===== config.mk =====
export PLATFORM = sky130hd
export DESIGN_NAME = sel_scanner
export DESIGN_NICKNAME = d
export VERILOG_FILES = /design/src/rtl/sel_scanner_pkg.sv /design/src/rtl/sel_scanner_dwell_timer.sv /design/src/rtl/sel_scanner.sv
export SDC_FILE = /design/constraint.sdc
export NUM_CORES = 1
export LEC_CHECK = 0
export ABC_AREA = 1
export CORE_MARGIN = 1
export CORE_UTILIZATION = 55
export CTS_CLUSTER_DIAMETER = 30
export DETAILED_ROUTE_END_ITERATION = 7
export GPL_TIMING_DRIVEN = 0
export PLACE_DENSITY = 0.87
export SLEW_MARGIN = 20
export SYNTH_ARGS = -nofsm -noshare
export SYNTH_HDL_FRONTEND = slang
export SYNTH_HIERARCHICAL = 1
export SYNTH_SLANG_ARGS = --single-unit

===== constraint.sdc =====
create_clock -name clk -period 2.9 [get_ports clk]
set_input_delay 0.725 -clock clk [delete_from_list [all_inputs] [get_ports clk]]
set_output_delay 0.725 -clock clk [all_outputs]
set_load 0.02 [all_outputs]

===== src/rtl/sel_scanner_pkg.sv =====
// -----------------------------------------------------------------------------
// sel_scanner_pkg
// Shared types and constants for the decoder select scanner.
//   state_t   : scanner FSM states (IDLE, RUN)
//   CODE_W    : width of the select code {X1, X0}
//   PASS_LEN  : number of codes presented in one one-shot pass
//   PASS_W    : width of the pass counter
//   next_code : one 2-bit step up or down, with natural wrap
// -----------------------------------------------------------------------------
package sel_scanner_pkg;

    typedef enum logic {
        IDLE = 1'b0,
        RUN  = 1'b1
    } state_t;

    localparam int CODE_W   = 2;
    localparam int PASS_LEN = 4;
    localparam int PASS_W   = $clog2(PASS_LEN);

    // Advance a select code by one position; down=1 subtracts, else adds.
    function automatic logic [CODE_W-1:0] next_code(input logic [CODE_W-1:0] code,
                                                     input logic              down);
        logic [CODE_W-1:0] res;
        if (down) begin
            res = code - CODE_W'(1);
        end else begin
            res = code + CODE_W'(1);
        end
        return res;
    endfunction

endpackage


===== src/rtl/sel_scanner_dwell_timer.sv =====
// -----------------------------------------------------------------------------
// sel_dwell_timer
// Dwell counter for the select scanner. Counts enabled cycles and raises tc
// while the count equals limit; on an enabled terminal cycle it wraps to zero
// so the next dwell starts immediately.
// Ports:
//   clk   : clock, rising edge
//   rst_n : synchronous active-low reset
//   clr   : synchronous clear (wins over en)
//   en    : count enable
//   limit : terminal count value (dwell)
//   tc    : terminal count reached (count == limit)
// -----------------------------------------------------------------------------
module sel_dwell_timer #(
    parameter int DWELL_W = 8
) (
    input  logic               clk,
    input  logic               rst_n,
    input  logic               clr,
    input  logic               en,
    input  logic [DWELL_W-1:0] limit,
    output logic               tc
);

    logic [DWELL_W-1:0] count_r;

    assign tc = (count_r == limit);

    // Dwell count register: clear, wrap on terminal count, or increment.
    always_ff @(posedge clk) begin
        if (!rst_n) begin
            count_r <= '0;
        end else if (clr) begin
            count_r <= '0;
        end else if (en) begin
            if (tc) begin
                count_r <= '0;
            end else begin
                count_r <= count_r + DWELL_W'(1);
            end
        end else begin
            count_r <= count_r;
        end
    end

endmodule


===== src/rtl/sel_scanner.sv =====
// -----------------------------------------------------------------------------
// sel_scanner
// Sequencer producing the registered 2-bit select {X1, X0} for a 2-to-4
// one-hot decoder. Each code is held dwell+1 cycles; scanning is free-running
// or one-shot (four codes), upward or downward.
// Optional feature macro: SEL_SCANNER_PINGPONG_EN adds a pingpong input that
// makes the scan bounce at codes 0 and 3 instead of wrapping.
// Ports:
//   clk, rst_n     : clock / synchronous active-low reset
//   start, stop    : scan control pulses (stop wins)
//   oneshot, dir   : pass mode and direction, sampled at start
//   dwell          : hold length minus one, sampled at start
//   load/load_code : force the code (wins over an advance)
//   pingpong       : bounce mode, sampled at start (macro builds only)
//   X1, X0         : registered select code
//   busy           : scanner in RUN
//   step           : first cycle a newly advanced code is visible
//   done           : one-shot pass finished (falls with busy)
// -----------------------------------------------------------------------------
module sel_scanner
    import sel_scanner_pkg::*;
#(
    parameter int DWELL_W = 8
) (
    input  logic               clk,
    input  logic               rst_n,
    input  logic               start,
    input  logic               stop,
    input  logic               oneshot,
    input  logic               dir,
    input  logic [DWELL_W-1:0] dwell,
    input  logic               load,
    input  logic [1:0]         load_code,
`ifdef SEL_SCANNER_PINGPONG_EN
    input  logic               pingpong,
`endif
    output logic               X1,
    output logic               X0,
    output logic               busy,
    output logic               step,
    output logic               done
);

    state_t              state_r,   state_n_s;
    logic [CODE_W-1:0]   code_r,    code_n_s;
    logic [PASS_W-1:0]   pass_r,    pass_n_s;
    logic [DWELL_W-1:0]  dwell_r,   dwell_n_s;
    logic                dir_r,     dir_n_s;
    logic                oneshot_r, oneshot_n_s;
    logic                step_r,    step_n_s;
    logic                done_r,    done_n_s;
    logic                tmr_clr_s, tmr_en_s, tmr_tc_s;
    logic                dir_eff_s, dir_adv_s;
    logic [CODE_W-1:0]   adv_code_s;
`ifdef SEL_SCANNER_PINGPONG_EN
    logic                pingpong_r, pingpong_n_s;
`endif

    sel_dwell_timer #(.DWELL_W(DWELL_W)) u_timer (
        .clk   (clk),
        .rst_n (rst_n),
        .clr   (tmr_clr_s),
        .en    (tmr_en_s),
        .limit (dwell_r),
        .tc    (tmr_tc_s)
    );

    // Candidate advance: code and direction that apply if this cycle advances.
    always_comb begin
        dir_eff_s = dir_r;
        dir_adv_s = dir_r;
`ifdef SEL_SCANNER_PINGPONG_EN
        // Already sitting at the end we are heading to: turn around first.
        if (pingpong_r && ((!dir_r && code_r == 2'd3) || (dir_r && code_r == 2'd0))) begin
            dir_eff_s = !dir_r;
        end else begin
            dir_eff_s = dir_r;
        end
`endif
        adv_code_s = next_code(code_r, dir_eff_s);
        dir_adv_s  = dir_eff_s;
`ifdef SEL_SCANNER_PINGPONG_EN
        // Reaching an end flips direction so the following step bounces back.
        if (pingpong_r && adv_code_s == 2'd3) begin
            dir_adv_s = 1'b1;
        end else if (pingpong_r && adv_code_s == 2'd0) begin
            dir_adv_s = 1'b0;
        end else begin
            dir_adv_s = dir_eff_s;
        end
`endif
    end

    // FSM next-state and datapath next-values.
    always_comb begin
        state_n_s   = state_r;
        code_n_s    = code_r;
        pass_n_s    = pass_r;
        dwell_n_s   = dwell_r;
        dir_n_s     = dir_r;
        oneshot_n_s = oneshot_r;
        step_n_s    = 1'b0;
        done_n_s    = 1'b0;
        tmr_clr_s   = 1'b0;
        tmr_en_s    = 1'b0;
`ifdef SEL_SCANNER_PINGPONG_EN
        pingpong_n_s = pingpong_r;
`endif
        case (state_r)
            IDLE: begin
                if (start && !stop) begin
                    state_n_s   = RUN;
                    dwell_n_s   = dwell;
                    dir_n_s     = dir;
                    oneshot_n_s = oneshot;
`ifdef SEL_SCANNER_PINGPONG_EN
                    pingpong_n_s = pingpong;
`endif
                    tmr_clr_s   = 1'b1;
                    pass_n_s    = '0;
                end else begin
                    state_n_s = IDLE;
                end
            end
            RUN: begin
                if (stop) begin
                    state_n_s = IDLE;
                end else if (start) begin
                    // Restart the pass in place from the current code.
                    dwell_n_s   = dwell;
                    dir_n_s     = dir;
                    oneshot_n_s = oneshot;
`ifdef SEL_SCANNER_PINGPONG_EN
                    pingpong_n_s = pingpong;
`endif
                    tmr_clr_s   = 1'b1;
                    pass_n_s    = '0;
                end else if (load) begin
                    tmr_clr_s = 1'b1;
                    pass_n_s  = '0;
                end else begin
                    tmr_en_s = 1'b1;
                    if (tmr_tc_s) begin
                        // Fourth code has finished its dwell: end the pass.
                        if (oneshot_r && pass_r == PASS_W'(PASS_LEN - 1)) begin
                            state_n_s = IDLE;
                            done_n_s  = 1'b1;
                        end else begin
                            code_n_s = adv_code_s;
                            dir_n_s  = dir_adv_s;
                            step_n_s = 1'b1;
                            pass_n_s = pass_r + PASS_W'(1);
                        end
                    end else begin
                        state_n_s = RUN;
                    end
                end
            end
            default: begin
                state_n_s = IDLE;
            end
        endcase
        // load owns the code in either state and suppresses any advance.
        if (load) begin
            code_n_s = load_code;
        end else begin
            code_n_s = code_n_s;
        end
    end

    // State and datapath registers.
    always_ff @(posedge clk) begin
        if (!rst_n) begin
            state_r   <= IDLE;
            code_r    <= '0;
            pass_r    <= '0;
            dwell_r   <= '0;
            dir_r     <= 1'b0;
            oneshot_r <= 1'b0;
            step_r    <= 1'b0;
            done_r    <= 1'b0;
`ifdef SEL_SCANNER_PINGPONG_EN
            pingpong_r <= 1'b0;
`endif
        end else begin
            state_r   <= state_n_s;
            code_r    <= code_n_s;
            pass_r    <= pass_n_s;
            dwell_r   <= dwell_n_s;
            dir_r     <= dir_n_s;
            oneshot_r <= oneshot_n_s;
            step_r    <= step_n_s;
            done_r    <= done_n_s;
`ifdef SEL_SCANNER_PINGPONG_EN
            pingpong_r <= pingpong_n_s;
`endif
        end
    end

    assign X1   = code_r[1];
    assign X0   = code_r[0];
    assign busy = (state_r == RUN);
    assign step = step_r;
    assign done = done_r;

endmodule


Word-level counts from Yosys, hierarchy flattened --
Index checks and enable logic that the tools add are counted.
Storage, ports and cells: register bits 25, output and inout bits 5, input port bits 17, word-level logic and storage cells 79
Cells by class: reductions and logical operators 10, add/sub/neg operators 4, equality and inequality tests 10, bitwise operators 3, multiplexer cells 43
Operators by type and width (number):
- 8-bit 2-to-1 mux | 4
- 2-bit 2-to-1 mux | 13
- 1-bit 2-to-1 mux | 20
- 8-bit case mux with 2 select lines | 1
- 8-bit by 1-bit adder with 8-bit output, second input constant | 1
- 8-bit equality test | 1
- 2-bit != test, second input constant | 4
- 1-bit case mux with 2 select lines | 4
- 6-bit OR reduction | 1
- 5-bit AND reduction | 1
- 2-bit by 1-bit adder with 2-bit output, second input constant | 2
- 2-bit by 1-bit != test with 1-bit output, second input constant | 2
- 4-bit by 3-bit != test with 1-bit output, second input constant | 1
- 4-bit != test, second input constant | 1
- 2-bit case mux with 2 select lines | 1
- 4-bit AND reduction | 1
- 2-bit nonzero test | 2
- 1-bit NOT | 3
- 3-bit AND reduction | 1
- 2-bit equality test, second input constant | 1
- 1-bit logical AND | 2
- 2-bit OR reduction | 1
- 2-bit by 1-bit subtractor with 2-bit output, second input constant | 1
- 1-bit logical NOT | 1

Longest topological paths before layout --
depth after elaboration 8, mapped depth 12, depth with buffers taken out 12

By module --
The synthesis kept the hierarchy.
By module, submodules not included:
- sel_scanner | instances 1, area an instance 772.0 um2, sequential area each 340.3 um2, cells each 110
- sel_dwell_timer | instances 1, area an instance 518.0 um2, sequential area each 160.2 um2, cells each 81

Worst setup path before layout --
OpenSTA, ideal clock, no wires.
kind input port to flip-flop, start input load, end register u_timer.count_r[6], setup time 0.116 ns, data required time 2.784 ns, data arrival time 1.873 ns, path slack 0.911 ns, stages on the path 8, path buffers 0, cells stage by stage inv_2 > nand2_4 > nor3_1 > nand3_2 > nor2_2 > nand3_2 > xor2_1 > nor2_2
Between the ends: elaborated cells between the ends (all ways) 9, those cells by class mux: 8; reduce/logical: 1
RTL lines:
- start, declared | RTL line sel_scanner.sv:32 | input logic load,
- 1-bit 2-to-1 mux | RTL line sel_scanner.sv:138 | end else if (load) begin
- 1-bit 2-to-1 mux | RTL line sel_scanner.sv:128 | end else if (start) begin
- 1-bit 2-to-1 mux | RTL line sel_scanner.sv:126 | if (stop) begin
- 1-bit 2-to-1 mux | RTL line sel_scanner.sv:109 | case (state_r)
- named net tmr_en_s | RTL line sel_scanner.sv:52 | logic tmr_clr_s, tmr_en_s, tmr_tc_s;
- end signal, assigned | RTL line sel_scanner_dwell_timer.sv:39 | count_r <= count_r + DWELL_W'(1);
- end signal, assigned | RTL line sel_scanner_dwell_timer.sv:42 | count_r <= count_r;
- end, declared | RTL line sel_scanner_dwell_timer.sv:25 | logic [DWELL_W-1:0] count_r;
The timed path passes the listed nets, and every way through them passes these cells. A chain may end at the register's enable or synchronous reset.

Worst setup path after layout --
Same ends and word-level chain as after synthesis.

==> qor.yml <==
antenna_left: 0
synthAdderAreaFrac_pct: 1.94
synth_area_um2: 1290
slew_violations: 0
numClockSinks: 25
die_area_um2: 2540
p_leak_nw: 0.651
grtUsageTotal_pct: 24.0
finalClockSkew_ns: 0.00440
synth-xor-area-share_pct: 5.43
cts_tree: "yes"
die-width_um: 50.4
synth_compound_area_share_pct: 6.21
yosysTopAreaCell: "dfxtp_1"
status: "finished clean"
cp_max_fo: 6
tns_ns: 0
worst_slew_pin_slew_ns: 0.795
pin_count: 22
ctsHoldBuffers: 0
clk_latency_ns: 0.32
p_per_area_nw_per_um2: 409
hold_viol_final: 0
vdd_ir_drop_max_v: 0.000324
cp-start-kind: "input pin"
syn_inst: 191
rsz0062_at_grt: "no"
routed_wirelength_um: 2630
yosysUniqueCellTypes: 23
synth_nets: 210
synth_edf_count: 0
total_power_w: 0.000640
overflow: 0
yosys.area_share.simple_pct: 39.3
clk_pin_slew_ns: 0.14
antennaDiodeCount: 0
ys_warn_count: 6
required_ns: 3.13
reg2regPathDepth: 11
worstHoldPathType: "flop to flop"
grt_pass1_wl_um: 4640
viasPerCell: 5.02
seq_area_frac_synth_pct: 38.8
worstHoldPathCells: 2
port-buffer-count: 21
grt_pass1_vias: 1169
crit_arrival_ns: 2.68
post-cts-setup-buffer-count: 0
via_count: 1225
synth_area_leaders: "dfxtp_1, nand2_1, nor2_1"
cp-end-kind: "flop"
cts_root_buf: "clkbuf_4"
grt_max_degree: 16
timing.final.crit_period_ns: 2.46
fin_crit_sh_pct: 84.7
syn_area_per_cell_um2: 6.75
clockBufferDepth: 2
drc_errors: 0
finalNonFillerCells: 244
core_region_area_um2: 2210
slew_headroom_pct: 46.6
nets: 236
antenna_found_initial: 0
synth_mux_area_share_pct: 0
setup_viol: 0
place_hpwl_um: 2030
max_cap_violations: 0
die_h_um: 50.4
dp_cells: 240
area_growth_pct: 21.3
async_flop_share_pct: 0
netlist.area_leader.share_pct: 38.8
synth_top_family_by_area: "simple AND/OR/NAND/NOR gates"
layout-drive-gt1-share_pct: 12.5
wl_per_cell_um: 10.8
gp_congestion: 0.801
synthTopCellsByCount: "nand2_1, nor2_1, dfxtp_1"
cts_buffers: 3
htreeDepth: 1
cts_resized: 0
drtIter0Drc: 22
dr.pass1.iters: 4
rows: 17
criticalPathCategory: "input pin to flop"
ys.flop_type: "dfxtp_1"
fmax_mhz: 407
nFillCells: 192
start_util_pct: 58.3
ys_seq_elements: 25
==> final cells by class <==
class,count,area (um^2),area share [%]
clock inverters,1,7.51,0.480
multi-input cells,139,682,43.6
well taps,28,35.0,2.24
plain buffers,3,17.5,1.12
repair buffers,21,210,13.4
inverters,24,90.1,5.76
clock buffers,3,22.5,1.44
flip-flops and latches,25,500,32.0
==> registers in the layout (all words and copies together), names as in the netlist <==
register         count
dwell_r              8
u_timer/count_r      8
code_r               2
pass_r               2
busy                 1
dir_adv_s            1
done                 1
oneshot_r            1
step                 1
==> cells in the final DEF, fill, tap and decap left out, drive strengths merged <==
master	n
nand2	50
nor2	47
dfxtp	25
inv	24
clkdlybuf4s50	21
o21ai	14
nand3	9
clkbuf	4
xnor2	4
xor2	4
nor3	3
buf	2
a21oi	2
nor4	2
ha	2
nand3b	1
clkinvlp	1
and3b	1
==> cells by family (layout without fill, tap and decap cells) <==
logic type | Yosys count | in the layout
AOI/OAI and AO/OA | 16 | 16
and+or+nand+nor | 113 | 113
DFF | 25 | 25
adders and majority gates | 2 | 2
buffers and inverters | 27 | 52
xor gates and xnor gates | 8 | 8
==> per-layer routing <==
layer / global-route usage (%) / share of wire [%] / vias up / wire length, um
met1: 28.4 / 45 / 545 / 1170
li1: - / - / 637 / -
met2: 42.0 / 49 / 37 / 1290
met3: 3.94 / 4.8 / 6 / 125
met4: 11.1 / 1.5 / 0 / 40
met5: 0 / 0 / - / 0
==> path summary, 6_finish.rpt <==
path	slack [ns]	start	to
hold / removal	0.51	pass_r[1]	pass_r[1]
setup / recovery	0.44	load	u_timer/count_r[6]
setup reg to reg	0.92	u_timer/count_r[0]	code_r[1]
hold reg to reg	0.51	pass_r[1]	pass_r[1]
==> power breakdown <==
part	internal [W]	total (W)	switching [W]
clock network	0.0000526	0.000160	0.000107
registers	0.000358	0.000368	0.0000107
logic	0.0000514	0.000112	0.0000604
==> metrics by stage <==
stage               area, um^2  hold slack [ns]  setup slack, ns  util, %
floorplan                 1290            0.455            0.911        -
finish                    1570            0.507            0.443     70.8
detailed placement        1540            0.485            0.102     69.4
global route              1570            0.517            0.362     70.8
global placement          1540            0.467            0.144     69.4
CTS                       1570            0.505            0.451     70.8
==> critical path, stage by stage <==
cell and delay [ns]:
clkdlybuf4s50_1 0.45, inv_2 0.13, nand2_4 0.09, nor3_1 0.62
nand3_2 0.17, nor2_2 0.19, nand3_2 0.08, xor2_1 0.16
nor2_2 0.06
Note: power is estimated with default switching activity, not from simulation.
